## src/rtl/video_capture.sv

```systemverilog
// video_capture: pairs two IN_W beats into one RGB pixel, derives raw raster counters from
// active-low syncs, windows the active area and reports frame length and input lock.
// Optional build macro CAPTURE_TESTPATTERN_EN swaps captured colour for 8 vertical bars.
module video_capture #(
  parameter int unsigned IN_W         = 12,
  parameter int unsigned CH_W         = 8,
  parameter int unsigned CNT_W        = 12,
  parameter int unsigned LOCK_TIMEOUT = 2048
) (
  input  logic             clock,
  input  logic             reset,
  input  logic [IN_W-1:0]  indata,
  input  logic             _hsync,
  input  logic             _vsync,
  input  logic [CNT_W-1:0] hstart,
  input  logic [CNT_W-1:0] vstart,
  input  logic [CNT_W-1:0] width,
  input  logic [CNT_W-1:0] height,
  output logic [CH_W-1:0]  red,
  output logic [CH_W-1:0]  green,
  output logic [CH_W-1:0]  blue,
  output logic             de,
  output logic             pix_valid,
  output logic [CNT_W-1:0] counterX,
  output logic [CNT_W-1:0] counterY,
  output logic             frame_start,
  output logic [CNT_W-1:0] frame_lines,
  output logic             odd_frame,
  output logic             locked
);

  localparam int unsigned      LW       = $clog2(LOCK_TIMEOUT + 1);
  localparam logic [LW-1:0]    LOCK_MAX = LW'(LOCK_TIMEOUT);
  localparam logic [CNT_W-1:0] CNT_MAX  = '1;

  logic             hs_q, vs_q, hs_fall, vs_fall, frame_edge;
  logic [CNT_W-1:0] raw_x_q, raw_y_q;
  logic [CNT_W-1:0] hstart_q, vstart_q, width_q, height_q;
  logic [CNT_W-1:0] frame_lines_q;
  logic             frame_start_q;
  logic [CNT_W:0]   hend, vend;
  logic [CNT_W-1:0] rel_x, rel_y, pix_x;
  logic             active, phase;
  logic [IN_W-1:0]  buf_q;
  logic             buf_valid_q;
  logic [CH_W-1:0]  red_q, green_q, blue_q, src_r, src_g, src_b;
  logic             de_q, pv_q;
  logic [CNT_W-1:0] cx_q, cy_q;
  logic [LW-1:0]    lock_cnt_q;
  logic [2:0]       edges_q;
  logic             locked_q;

  // Sync registers idle high so releasing reset never fakes a falling edge.
  always_ff @(posedge clock or negedge reset) begin
    if (!reset) begin
      hs_q <= 1'b1;
      vs_q <= 1'b1;
    end else begin
      hs_q <= _hsync;
      vs_q <= _vsync;
    end
  end

  assign hs_fall    = hs_q & ~_hsync;
  assign vs_fall    = vs_q & ~_vsync;
  assign frame_edge = hs_fall & vs_fall;  // a lone vsync edge is ignored

  // Raw raster counters, frame length capture and per-frame geometry sampling.
  always_ff @(posedge clock or negedge reset) begin
    if (!reset) begin
      raw_x_q       <= '0;
      raw_y_q       <= '0;
      hstart_q      <= '0;
      vstart_q      <= '0;
      width_q       <= '0;
      height_q      <= '0;
      frame_lines_q <= '0;
      frame_start_q <= 1'b0;
    end else begin
      frame_start_q <= frame_edge;
      if (hs_fall) begin
        raw_x_q <= '0;
        if (vs_fall) begin
          raw_y_q       <= '0;
          frame_lines_q <= raw_y_q + CNT_W'(1);
          hstart_q      <= hstart;
          vstart_q      <= vstart;
          width_q       <= width;
          height_q      <= height;
        end else if (raw_y_q != CNT_MAX) begin
          raw_y_q <= raw_y_q + CNT_W'(1);
        end
      end else if (raw_x_q != CNT_MAX) begin
        raw_x_q <= raw_x_q + CNT_W'(1);
      end
    end
  end

  // Active window test; bounds are one bit wider so large geometry cannot wrap.
  always_comb begin
    hend   = {1'b0, hstart_q} + {width_q, 1'b0};
    vend   = {1'b0, vstart_q} + {1'b0, height_q};
    rel_x  = raw_x_q - hstart_q;
    rel_y  = raw_y_q - vstart_q;
    pix_x  = {1'b0, rel_x[CNT_W-1:1]};
    phase  = rel_x[0];
    active = (raw_x_q >= hstart_q) && ({1'b0, raw_x_q} < hend) &&
             (raw_y_q >= vstart_q) && ({1'b0, raw_y_q} < vend);
  end

`ifdef CAPTURE_TESTPATTERN_EN
  logic [2:0]       bar_idx_q, idx_eff;
  logic [CNT_W-1:0] bar_pos_q, pos_eff, bar_w;

  // Bar colour: bit2 kills green, bit1 kills red, bit0 kills blue (white..black order).
  always_comb begin
    bar_w   = {3'b000, width_q[CNT_W-1:3]};
    idx_eff = (pix_x == '0) ? 3'd0 : bar_idx_q;
    pos_eff = (pix_x == '0) ? '0 : bar_pos_q;
    src_r   = {CH_W{~idx_eff[1]}};
    src_g   = {CH_W{~idx_eff[2]}};
    src_b   = {CH_W{~idx_eff[0]}};
  end

  // Walk across bars once per emitted pixel; the last bar absorbs any remainder.
  always_ff @(posedge clock or negedge reset) begin
    if (!reset) begin
      bar_idx_q <= '0;
      bar_pos_q <= '0;
    end else if (active && phase && buf_valid_q) begin
      if ((pos_eff + CNT_W'(1) >= bar_w) && (idx_eff != 3'd7)) begin
        bar_idx_q <= idx_eff + 3'd1;
        bar_pos_q <= '0;
      end else begin
        bar_idx_q <= idx_eff;
        bar_pos_q <= pos_eff + CNT_W'(1);
      end
    end
  end
`else
  logic [2*IN_W-1:0] pix_word;

  // Captured colour: first beat is the high half of the packed pixel.
  always_comb begin
    pix_word = {buf_q, indata};
    src_r    = pix_word[2*IN_W-1 -: CH_W];
    src_g    = pix_word[2*IN_W-1-CH_W -: CH_W];
    src_b    = pix_word[CH_W-1:0];
  end
`endif

  // Beat pairing and output register; buf_valid_q guards against half pixels after reset.
  always_ff @(posedge clock or negedge reset) begin
    if (!reset) begin
      buf_q       <= '0;
      buf_valid_q <= 1'b0;
      red_q       <= '0;
      green_q     <= '0;
      blue_q      <= '0;
      de_q        <= 1'b0;
      pv_q        <= 1'b0;
      cx_q        <= '0;
      cy_q        <= '0;
    end else if (!active) begin
      red_q       <= '0;
      green_q     <= '0;
      blue_q      <= '0;
      de_q        <= 1'b0;
      pv_q        <= 1'b0;
      buf_valid_q <= 1'b0;
    end else if (!phase) begin
      buf_q       <= indata;
      buf_valid_q <= 1'b1;
      de_q        <= 1'b0;
      pv_q        <= 1'b0;
    end else begin
      buf_valid_q <= 1'b0;
      de_q        <= buf_valid_q;
      pv_q        <= buf_valid_q;
      if (buf_valid_q) begin
        red_q   <= src_r;
        green_q <= src_g;
        blue_q  <= src_b;
        cx_q    <= pix_x;
        cy_q    <= rel_y;
      end
    end
  end

  // Lock detect: 4 timely hsync edges set lock, LOCK_TIMEOUT quiet clocks drop it.
  always_ff @(posedge clock or negedge reset) begin
    if (!reset) begin
      lock_cnt_q <= '0;
      edges_q    <= '0;
      locked_q   <= 1'b0;
    end else if (hs_fall) begin
      lock_cnt_q <= '0;
      if (lock_cnt_q != LOCK_MAX) begin
        if (edges_q != 3'd4) edges_q <= edges_q + 3'd1;
        if (edges_q >= 3'd3) locked_q <= 1'b1;
      end else begin
        edges_q <= 3'd1;
      end
    end else if (lock_cnt_q != LOCK_MAX) begin
      lock_cnt_q <= lock_cnt_q + LW'(1);
      if (lock_cnt_q == LOCK_MAX - LW'(1)) begin
        locked_q <= 1'b0;
        edges_q  <= '0;
      end
    end
  end

  assign red         = red_q;
  assign green       = green_q;
  assign blue        = blue_q;
  assign de          = de_q;
  assign pix_valid   = pv_q;
  assign counterX    = cx_q;
  assign counterY    = cy_q;
  assign frame_start = frame_start_q;
  assign frame_lines = frame_lines_q;
  assign odd_frame   = frame_lines_q[0];
  assign locked      = locked_q;

endmodule

```

## config.mk

```make
export PLATFORM = sky130hd
export DESIGN_NAME = video_capture
export DESIGN_NICKNAME = d
export VERILOG_FILES = /design/src/rtl/video_capture.sv
export SDC_FILE = /design/constraint.sdc
export NUM_CORES = 1
export LEC_CHECK = 0
export CORE_UTILIZATION = 35
export CTS_CLUSTER_SIZE = 8
export DETAILED_ROUTE_END_ITERATION = 16
export SYNTH_ARGS = -nofsm -noshare
export SYNTH_HDL_FRONTEND = slang
export SYNTH_SLANG_ARGS = --single-unit
```

## constraint.sdc

```tcl
create_clock -name clock -period 5.7 [get_ports clock]
set_input_delay 1.71 -clock clock [delete_from_list [all_inputs] [get_ports clock]]
set_output_delay 1.71 -clock clock [all_outputs]
set_load 0.005 [all_outputs]
```

======== Yosys cells after proc, flatten, opt, wreduce, memory -nomap -nowiden ========
Index checks and enable logic that the tools add are counted.
Widths: inputs -> output; s select.
word-level totals
  flip-flop bits (word level) ............. 164
  input port bits ......................... 64
  output and inout port bits .............. 65
  logic and storage cells ................. 92
cells by class
  $add $sub $neg .......................... 8
  order comparisons ....................... 5
  equality and inequality tests ........... 9
  muxes and demuxes ....................... 29
  bitwise gates (word level) .............. 6
  reductions and logical operators ........ 14
operators with widths
  kind                   count
  $mux 12                6
  $mux 8                 9
  $add 12x1->12 const B  3
  $ne 12x12->1 const B   3
  $lt 12x13->1           2
  $ge 12x12->1           2
  $sub 12x12->12         2
  $mux 3                 5
  $add 12x12->13         1
  $add 12x13->13         1
  $eq 12x11->1 const B   1
  $mux 1                 9
  $reduce_and 3->1       3
  $reduce_and 2->1       4
  $reduce_bool 2->1      4
  $ne 2x1->1 const B     2
  $add 3x1->3 const B    1
  $and 1x1->1            3
  $ge 3x2->1 const B     1
  $logic_and 1x1->1      3
  $ne 3x2->1 const B     1
  $ne 3x3->1 const B     1
  $not 1->1              3
  $ne 2x2->1 const B     1

======== Depth between registers and ports, before layout ========
Gate-level depths: netlist of run 1.
  depth after elaboration ................. 7
  depth in mapped cells ................... 19

======== Worst setup path before layout of run 1 ========
No wires, ideal clock.
  kind .................................... register to register
  start ................................... register vstart_q[0]
  end ..................................... register buf_q[10]
  setup time .............................. 0.125 ns
  arrival time ............................ 3.934 ns
  path slack .............................. 1.641 ns
  stages on the path, launching flop included .. 20
  path buffers ............................ 1
  path through ............................ dfrtp_1 -> ha_1 -> inv_1 -> fa_1 -> nor2b_1 -> o21ai_0 -> a21boi_2 -> o211ai_1 -> or2b_1 -> a21oi_1 -> xor2_1 -> ha_1 -> or3_1 -> a221oi_1 -> o21ai_0 -> o211a_1 -> a2111oi_4 -> o211a_1 -> buf_6 -> mux2_2
between the ends
  word-level cells in the longest chain between the ends .. 4
  elaborated cells on any way between the ends .. 6
  classes of those cells .................. 1 x add/sub; 2 x order compare; 3 x reduce/logical
ends and longest elaborated chain
  what                                               line      text
  start: declaration                                 38        logic [CNT_W-1:0] hstart_q, vstart_q, width_q, height_q;
  start signal: assignment                           87        vstart_q <= vstart;
  $add 12x12->13 or $ge 12x12->1 (tied branches)     102, 108
  $lt 12x13->1 or $logic_and 1x1->1 (tied branches)  108, 107
  $logic_and 1x1->1 (*)                              108       (raw_y_q >= vstart_q) && ({1'b0, raw_y_q} < vend);
  $reduce_and 2->1 (no source line) (*)              n/a
  end signal: assignment                             172       buf_q <= indata;
  end: declaration                                   44        logic [IN_W-1:0] buf_q;
Mark *: on every way between the ends. The rest lies on a longest branch, timed or not.
A chain may end at the register's enable or synchronous reset.

======== Worst setup path after layout of run 1 ========
  start ................................... register vstart_q[0]
  end ..................................... register buf_q[4]
Same word-level chain as after synthesis.

==> results.sh, run 1 <==
export IMPL_syn2layout_area_growth_pct=24.1
export IMPL_syn_area_mm2=0.00926
export IMPL_cts_max_level=4
export IMPL_ys_async_sr_fraction_pct=100
export IMPL_clock_latency_ns=0.44
export IMPL_routed_wl_mm=20.9
export IMPL_min_period_ns=4.75
export IMPL_p_leak_nw=5.41
export IMPL_nFillCells=2507
export IMPL_crit_reg2reg_launch="vstart_q[0]"
export IMPL_cts_resized=0
export IMPL_drc=0
export IMPL_startpoint="vstart_q[0]"
export IMPL_ys_seq_area_share_pct=44.3
export IMPL_holdBufCountCts=0
export IMPL_synth_seq_cells=164
export IMPL_die_y_um=165
export IMPL_ir_drop_mv=0.197
export IMPL_worst_pin_slew_ns=0.879
export IMPL_grt_overflow_total=0
export IMPL_grt_antenna_before_repair=0
export IMPL_critPathMaxFanout=13
export IMPL_nets=1173
export IMPL_cts_setup_buffers=0
export IMPL_cts_tree="built"
export IMPL_run_status="finished, final reports clean"
export IMPL_synthFlopType="dfrtp_1"
export IMPL_io_buffers=127
export IMPL_grt_pass1_wl_mm=33.4
export IMPL_vias=6711
export IMPL_drive_gt1_share_pct=11.4
export IMPL_cp_arrival_ns=5.07
export IMPL_core_area_mm2=0.0260
export IMPL_skew_ns=0.0120
export IMPL_grt_max_degree=89
export IMPL_cp_start_kind="register"
export IMPL_synth_edff_count=0
export IMPL_place_area_mm2=0.0109
export IMPL_drt_initial_drc_count=383
export IMPL_postRouteAntennaNets=0
export IMPL_io_pins=129
export IMPL_grt_usage_pct=15.9
export IMPL_postSynthAreaPerCell_um2=10.2
export IMPL_clk_pin_slew_ns=0.07
export IMPL_grt_pass1_vias=6609
export IMPL_crit_path_max_incr_delay_ns=0.58
export IMPL_numClockSinks=164
export IMPL_detail_route_wl_per_cell_um=15.2
export IMPL_cts_inserted_buffers=17
export IMPL_synth_nets=1049
export IMPL_setup_violations=0
export IMPL_rsz0062_at_grt="no"
export IMPL_fmaxAchievable_mhz=211
export IMPL_clk_path_buf_depth=2
export IMPL_critPathCaptureType="register"
export IMPL_max_cap_violations=0
export IMPL_hold_violations=0
export IMPL_viasPerCell=4.87
export IMPL_die_area_mm2=0.0271
export IMPL_max_slew_margin_pct=40.7
export IMPL_dp_hpwl_mm=15.4
export IMPL_min_delay_start="counterX[9]"
export IMPL_n_antenna_cell=0
export IMPL_worstPathRequired_ns=6.02
export IMPL_drt_pass1_iterations=4
export IMPL_synth_cell_types=63
export IMPL_slew_violations=0
export IMPL_crit_chain="ha_1, inv_1, fa_1, nor2b_1, o21ai_0, a21boi_2, o211ai_1, or2b_1, a21oi_1, xor2_1, ha_1, or3_1, a221oi_1, o21ai_0, o211a_1, a2111oi_4, o211a_1, mux2_2"
export IMPL_tns_ns=0
export IMPL_crit_type="register to register"
export IMPL_path_buf_inv=1
export IMPL_period_share_pct=83.3
export IMPL_ys_warn_count=0
export IMPL_hold_class="register to register"
export IMPL_power_density_mw_per_mm2=335
export IMPL_routabilityCongestion=0.843
export IMPL_start_util_pct=35.6
export IMPL_fin_area_mm2=0.0115
export IMPL_die_x_um=165
export IMPL_crit_slowest_cell="o211a_1"
export IMPL_critPathTopFamily="compound AO/OA/AOI/OAI gates"
export IMPL_syn_instance_count=905
export IMPL_rows=59
export IMPL_clockRootBuffer="clkbuf_16"
logic make-up after synthesis:
logic type,count (synthesis),share of synthesized area (%)
xor+xnor,64,6.05
simple gates,252,12.5
buf+inv,81,3.68
flops,164,44.3
fa+ha+maj,80,11.1
mux,86,10.1
compound gates,177,12.2
other cells,1,0.0405
where the power goes:
group	leakage [nW]	internal, W	switching, W
sequential	2.14	0.00130	0.000119
clock	0.296	0.000596	0.000568
combinational	2.97	0.000614	0.000659
flip-flops by register name, summed over array words and instances (netlist names):
register / cells
locked: 1
buf_valid_q: 1
counterY: 12
frame_lines: 12
red: 8
raw_x_q: 12
hstart_q: 12
buf_q: 12
hs_q: 1
vstart_q: 12
raw_y_q: 12
counterX: 11
green: 8
frame_start: 1
edges_q: 3
lock_cnt_q: 12
vs_q: 1
width_q: 12
blue: 8
pix_valid: 1
height_q: 12
routing by layer:
layer	share of wire (%)	vias to the layer above	wire length, µm	GRT usage [%]
li1	-	3397	-	-
met1	48	3183	10000	21.2
met2	48	107	10000	26.3
met3	2.6	24	549	2.69
met4	1.4	0	285	4.55
met5	0	-	0	0
layout make-up:
cell class                      instances  area [µm²]  area share (%)
Inverter                               51         191            1.67
Timing Repair Buffer                  135        1350            11.7
Tap cell                              335         419            3.65
Clock inverter                         15         184            1.60
Multi-Input combinational cell        660        4820            42.0
Clock buffer                           17         425            3.70
Sequential cell                       164        4110            35.7
Yosys cell counts (4+ instances only):
cell | n | area share (%)
or2_2 | 4 | 0.27
and3_1 | 11 | 0.74
o211ai_1 | 4 | 0.32
nand2b_1 | 11 | 0.74
nand4_1 | 9 | 0.61
clkbuf_1 | 18 | 0.73
mux2i_1 | 29 | 3.1
xor2_1 | 33 | 3.1
xnor2_1 | 31 | 2.9
nor2_1 | 95 | 3.9
ha_1 | 76 | 10
dfrtp_1 | 162 | 44
buf_1 | 4 | 0.16
nand3_1 | 22 | 1.2
fa_1 | 4 | 0.86
a31oi_1 | 6 | 0.41
mux2_2 | 57 | 6.9
nor2b_1 | 9 | 0.61
a21o_1 | 12 | 0.97
nand2_1 | 64 | 2.6
nor3_1 | 11 | 0.59
o21a_1 | 8 | 0.65
a21oi_1 | 51 | 2.8
o21ai_0 | 63 | 3.4
o31ai_1 | 4 | 0.32
inv_1 | 51 | 2.1
worst reg2reg max path, cell delays in order, from the launching register on:
cell	delay, ns
dfrtp_1	0.40
ha_1	0.22
inv_1	0.07
fa_1	0.20
nor2b_1	0.05
o21ai_0	0.34
a21boi_2	0.14
o211ai_1	0.29
or2b_1	0.26
a21oi_1	0.17
xor2_1	0.10
ha_1	0.20
or3_1	0.34
a221oi_1	0.20
o21ai_0	0.13
o211a_1	0.15
a2111oi_4	0.41
o211a_1	0.58
mux2_2	0.41
metrics by stage:
step / setup slack (ns) / total power, W / std cells / hold WS, ns / utilization [%]
after floorplan: 1.64 / 0.00234 / 905 / 0.480 / -
after global placement: 1.12 / 0.00269 / 1345 / 0.488 / 41.9
after detailed placement: 1.01 / 0.00271 / 1345 / 0.495 / 41.9
after CTS: 0.971 / 0.00390 / 1377 / 0.510 / 44.2
after global routing: 0.672 / 0.00412 / 1377 / 0.525 / 44.2
final: 0.950 / 0.00385 / 1377 / 0.505 / 44.2
worst paths after layout:
kind	to	slack, ns	depth (start not counted)
max	buf_q[4]	0.95	18
min	counterX[9]	0.51	1
max reg2reg	buf_q[4]	0.95	18
min reg2reg	counterX[9]	0.51	1
max in group asynchronous	hs_q	3.45	2
min in group asynchronous	height_q[5]	1.29	1
cell usage in the layout, fill, tap and decap left out, drive strengths merged, types with 3 or more instances in the layout:
master           n
or2              4
nand4            9
nand3           22
fa               4
o211ai           5
nor2b           10
or2b             3
xnor2           31
nand2b          11
mux2i           29
nand2           64
a21o            12
clkinv           7
a31oi            7
clkbuf          17
nor2            95
ha              76
nor4             3
a211o            4
o21ai           64
xor2            33
nor3            11
dfrtp          162
a211oi           3
o31ai            4
buf              9
a221oi           3
o21a             8
mux2            57
inv             59
clkdlybuf4s50  126
and3            11
a21oi           51
Power figures use the tool's default switching activity.
==> run 2: changes to the inputs <==
==> constraint.sdc (replaced) <==
create_clock -name clock -period 3.9 [get_ports clock]
set_input_delay 1.17 -clock clock [delete_from_list [all_inputs] [get_ports clock]]
set_output_delay 1.17 -clock clock [all_outputs]
set_load 0.005 [all_outputs]
==> run 2 against run 1 <==
Compared with the run above: register-to-register slack worse by 1.0 ns; worst setup slack worse by 1.0 ns; worst hold slack hardly changed; clock-buffer cell count is 2 higher; largest cell class unchanged; largest power group unchanged; the run now ends with setup timing left; sequential share of layout area is 1.8 points lower.
==> results.sh, run 2 (synthesis results as in run 1) <==
export IMPL_drt_initial_drc_count=226
export IMPL_finalHoldWorstSlack_ns=0.505
export IMPL_grt_overflow_total=0
export IMPL_worstHoldEndpoint="locked"
export IMPL_clock_latency_ns=0.43
export IMPL_pre_cts_slack_ns=-0.254
export IMPL_detail_route_wl_per_cell_um=15.3
export IMPL_power_density_mw_per_mm2=482
export IMPL_cp_start_kind="register"
export IMPL_p_leak_nw=5.69
export IMPL_routed_wl_mm=21.7
export IMPL_n_antenna_cell=0
export IMPL_max_cap_violations=0
export IMPL_critPathMaxFanout=6
export IMPL_crit_slowest_cell="dfrtp_1"
export IMPL_viasPerCell=4.88
export IMPL_max_slew_margin_pct=49.7
export IMPL_rr_worst_depth=20
export IMPL_io_buffers=127
export IMPL_clk_path_buf_depth=2
export IMPL_crit_chain="ha_1, a21o_1, a21oi_2, nor2b_1, o211ai_1, a21oi_1, nor2_1, a21oi_1, xnor2_1, ha_2, or3_4, a221oi_2, o21ai_1, o211a_1, a2111oi_4, buf_4, o211a_1, buf_12, buf_12, mux2_4"
export IMPL_period_share_pct=102
export IMPL_core_area_mm2=0.0260
export IMPL_postRouteAntennaNets=0
export IMPL_hold_class="register to register"
export IMPL_cp_arrival_ns=4.28
export IMPL_die_x_um=165
export IMPL_setup_violations=26
export IMPL_run_status="finished, violations left"
export IMPL_min_delay_start="locked"
export IMPL_clk_pin_slew_ns=0.07
export IMPL_layout_commonest_cell="dfrtp_1"
export IMPL_drc=0
export IMPL_crit_type="register to register"
export IMPL_rsz0062_at_grt="yes"
export IMPL_final_cell_mix="162 x dfrtp_1, 126 x clkdlybuf4s50_1, 95 x nor2_1, 70 x ha_1, 64 x nand2_1"
export IMPL_drt_pass1_iterations=5
export IMPL_die_area_mm2=0.0271
export IMPL_die_y_um=165
export IMPL_holdBufCountCts=0
export IMPL_setup_slack_ns=-0.0590
export IMPL_cts_inserted_buffers=17
export IMPL_min_period_ns=3.96
export IMPL_slew_violations=0
export IMPL_r2r_end="buf_q[1]"
export IMPL_clockRootBuffer="clkbuf_16"
export IMPL_ir_drop_mv=0.278
export IMPL_grt_max_degree=97
export IMPL_utilization_pct=46.6
export IMPL_numClockSinks=164
export IMPL_worst_pin_slew_ns=0.743
export IMPL_nets=1217
export IMPL_grt_usage_pct=16.3
export IMPL_grt_pass1_wl_mm=34.3
export IMPL_hold_violations=0
export IMPL_fmaxAchievable_mhz=253
export IMPL_skew_ns=0.0104
export IMPL_cts_max_level=4
export IMPL_grt_pass1_vias=6648
export IMPL_dp_hpwl_mm=15.5
export IMPL_vias=6940
export IMPL_holdPathStages=2
export IMPL_routabilityCongestion=0.836
export IMPL_rrSetupSlack_ns=-0.06
export IMPL_cts_tree="built"
export IMPL_critPathCaptureType="register"
export IMPL_start_util_pct=35.6
export IMPL_io_pins=129
export IMPL_worstPathRequired_ns=4.22
export IMPL_drive_gt1_share_pct=17.1
export IMPL_syn2layout_area_growth_pct=30.7
export IMPL_power_w=0.00583
export IMPL_crit_path_max_incr_delay_ns=0.39
export IMPL_violations="setup timing"
export IMPL_grt_antenna_before_repair=0
export IMPL_rows=59
export IMPL_crit_reg2reg_launch="vstart_q[1]"
run 2: repair_timing:
action                                 4_1_cts  5_1_grt
pin swaps                                   20        5
setup endpoints to repair                   59       61
gates resized for setup                     37       11
endpoints found under the hold margin        0        0
cloned                                       2        1
buffers inserted                            13        5
run 2: final cells by class:
cell class	count	area [µm²]
clock buffers	19	453
clock inverters	13	160
fillers	2433	13900
inverters	51	191
multi-input cells	660	4940
flip-flops and latches	164	4110
well taps	335	419
repair buffers	179	1840
run 2: how the worst max path moves through the flow:
| stage | start | end | depth (start not counted) |
|---|---|---|---|
| floorplan | vstart_q[0] | buf_q[10] | 19 |
| global placement | vstart_q[0] | buf_q[8] | 19 |
| detailed placement | vstart_q[0] | buf_q[8] | 19 |
| CTS | height_q[5] | buf_q[1] | 17 |
| global route | vstart_q[1] | buf_q[1] | 20 |
| finish | vstart_q[1] | buf_q[1] | 20 |
run 2: routing by layer:
metal	up-vias	track usage, %	wire, µm
li1	3491	-	-
met1	3316	22.1	10400
met2	111	26.8	10300
met3	22	2.74	708
met4	0	4.55	317
met5	-	0	0
run 2: where the power goes:
group          switching, W  total, W  internal (W)
Clock              0.000748   0.00175       0.00100
Sequential         0.000172   0.00207       0.00190
Combinational       0.00101   0.00201       0.00101
run 2: per-stage QoR:
step           TNS (ns)  std cells  area (µm²)
2_1_floorplan         0        905        9270
5_1_grt          -11.12       1421       12100
3_5_place_dp      -6.71       1368       11100
3_3_place_gp      -4.39       1368       11100
4_1_cts           -2.13       1415       12000
6_report         -0.618       1421       12100
run 2: worst max-delay path: cells and delay by family, from the launching register on:
kind / cells / cell delay (ns)
compound gates: 10 / 1.57
simple gates: 3 / 0.55
fa+ha+maj: 2 / 0.47
buf+inv: 3 / 0.41
flops: 1 / 0.39
mux: 1 / 0.30
xor+xnor: 1 / 0.14
==> run 3: changes to the inputs <==
==> constraint.sdc (replaced) <==
create_clock -name clock -period 3.4 [get_ports clock]
set_input_delay 1.02 -clock clock [delete_from_list [all_inputs] [get_ports clock]]
set_output_delay 1.02 -clock clock [all_outputs]
set_load 0.005 [all_outputs]
==> run 3 against run 2 <==
Compared with the run above: routed wire length hardly changed; the run still ends with setup timing left; fmax is 1.4% higher; clock-buffer cell count down 1; sequential share of layout area about the same.
==> results.sh, run 3 (synthesis results as in run 1) <==
export IMPL_slew_violations=0
export IMPL_critPathMaxFanout=18
export IMPL_path_buf_inv=2
export IMPL_final_cell_mix="162 x dfrtp_1, 126 x clkdlybuf4s50_1, 95 x nor2_1, 73 x ha_1, 64 x nand2_1"
export IMPL_rsz0062_at_grt="yes"
export IMPL_detail_route_wl_per_cell_um=15.1
export IMPL_hold_class="register to register"
export IMPL_max_slew_margin_pct=64.7
export IMPL_cts_max_level=4
export IMPL_cpMostUsedCell="ha_2"
export IMPL_vias=6953
export IMPL_clk_pin_slew_ns=0.07
export IMPL_nets=1231
export IMPL_netSwitchingPower_w=0.00228
export IMPL_min_period_ns=3.90
export IMPL_cp_arrival_ns=4.22
export IMPL_drc=0
export IMPL_grt_overflow_total=0
export IMPL_run_status="finished, violations left"
export IMPL_place_area_mm2=0.0114
export IMPL_drive_gt1_share_pct=17.8
export IMPL_critPathCaptureType="register"
export IMPL_grt_max_degree=70
export IMPL_finalHoldWorstSlack_ns=0.491
export IMPL_cp_start_kind="register"
export IMPL_regArea_mm2=0.00411
export IMPL_die_area_mm2=0.0271
export IMPL_cts_tree="built"
export IMPL_dp_hpwl_mm=16.2
export IMPL_utilization_pct=46.6
export IMPL_start_util_pct=35.6
export IMPL_violations="setup timing"
export IMPL_n_antenna_cell=0
export IMPL_nFillCells=2451
export IMPL_p_leak_nw=5.72
export IMPL_syn2layout_area_growth_pct=30.7
export IMPL_routed_wl_mm=21.7
export IMPL_max_cap_violations=0
export IMPL_power_w=0.00668
export IMPL_setup_violations=61
export IMPL_cts_inserted_buffers=17
export IMPL_clockPowerShare_pct=28.5
export IMPL_fin_area_mm2=0.0121
export IMPL_ir_drop_mv=0.267
export IMPL_p_int_w=0.00440
export IMPL_clock_latency_ns=0.44
export IMPL_power_density_mw_per_mm2=552
export IMPL_core_area_mm2=0.0260
export IMPL_crit_path_max_incr_delay_ns=0.54
export IMPL_numClockSinks=164
export IMPL_die_x_um=165
export IMPL_dp_cells=1393
export IMPL_io_buffers=127
export IMPL_period_share_pct=115
export IMPL_grt_usage_pct=16.8
export IMPL_drt_pass1_iterations=4
export IMPL_seq_power_share_pct=35.2
export IMPL_crit_slowest_cell="or4_4"
export IMPL_grt_antenna_before_repair=0
export IMPL_setup_slack_ns=-0.504
export IMPL_die_y_um=165
export IMPL_switching_share_pct=34.1
export IMPL_drt_initial_drc_count=386
export IMPL_multi_input_area_mm2=0.00491
export IMPL_postRouteAntennaNets=0
export IMPL_grt_pass1_wl_mm=35.2
export IMPL_clk_path_buf_depth=2
export IMPL_rows=59
export IMPL_crit_type="register to register"
export IMPL_fmaxAchievable_mhz=256
export IMPL_hold_violations=0
export IMPL_critPathTopFamily="simple AND/OR/NAND/NOR gates"
export IMPL_grt_pass1_vias=6806
export IMPL_routabilityCongestion=0.858
export IMPL_finalNonFillerCells=1435
export IMPL_worst_pin_slew_ns=0.526
export IMPL_clockRootBuffer="clkbuf_16"
export IMPL_pwr_share_comb_pct=36.3
export IMPL_crit_chain="ha_2, or4_4, o211ai_1, or2b_1, a21oi_2, xor2_1, ha_2, or3_1, a221oi_2, o21ai_1, o211a_1, a2111oi_4, buf_4, o211ai_4, buf_12, mux2_2"
export IMPL_viasPerCell=4.85
export IMPL_worstPathRequired_ns=3.72
export IMPL_layout_commonest_cell="dfrtp_1"
export IMPL_io_pins=129
export IMPL_skew_ns=0.00808
## run 3: cell count changes in the layout (fill, tap and decap cells not counted), sizes merged
| cell | before | now |
|---|---|---|
| clkbuf | 22 | 18 |
| bufinv | 2 | 0 |
| inv | 57 | 60 |
| buf | 50 | 67 |
## run 3: final timing paths
path / startpoint / to / slack, ns / cells after the start
min in group asynchronous: reset / height_q[7] / 0.53 / 1
max in group asynchronous: reset / hs_q / 2.10 / 2
setup / recovery: vstart_q[4] / counterY[4] / -0.50 / 16
hold reg to reg: locked / locked / 0.49 / 2
setup reg to reg: vstart_q[4] / counterY[4] / -0.50 / 16
hold / removal: locked / locked / 0.49 / 2
## run 3: layout make-up
cell class	count	area share, %
timing repair buffer	193	15.7
clock inverter	14	1.14
inverter	51	1.58
clock buffer	18	3.63
multi-input combinational	660	40.5
tap	335	3.46
sequential	164	33.9
## run 3: per-stage QoR
stage | setup WS, ns | TNS, ns
floorplan | -0.400 | -10.83
global placement | -0.561 | -24.34
detailed placement | -0.622 | -27.96
CTS | -0.548 | -26.98
global route | -0.741 | -39.30
finish | -0.504 | -24.86
## run 3: what timing repair did
action / in CTS / in global routing
endpoints found under the setup margin: 61 / 61
hold buffers: 0 / 0
buffers inserted: 5 / 4
gates resized for setup: 19 / 3
cloned: 1 / 0
pin swaps: 6 / 9
## run 3: tightest hold or removal path, delay by kind of cell (launching register included)
kind | cells | cell delay [ns]
AOI/OAI and AO/OA | 1 | 0.04
and+or+nand+nor | 1 | 0.07
DFF | 1 | 0.34
## run 3: power by group through the flow
stage	combinational, W	clock [W]	sequential, W
detailed placement	0.00237	0	0.00239
floorplan	0.00158	0	0.00236
global route	0.00274	0.00204	0.00238
finish	0.00242	0.00190	0.00235
global placement	0.00234	0	0.00238
CTS	0.00243	0.00196	0.00235
## run 3: routing by layer
metal	track usage, %	vias up	wire, µm
li1	-	3511	-
met1	22.1	3305	10200
met2	28.0	116	10600
met3	3.11	21	612
met4	4.67	0	291
met5	0	-	0
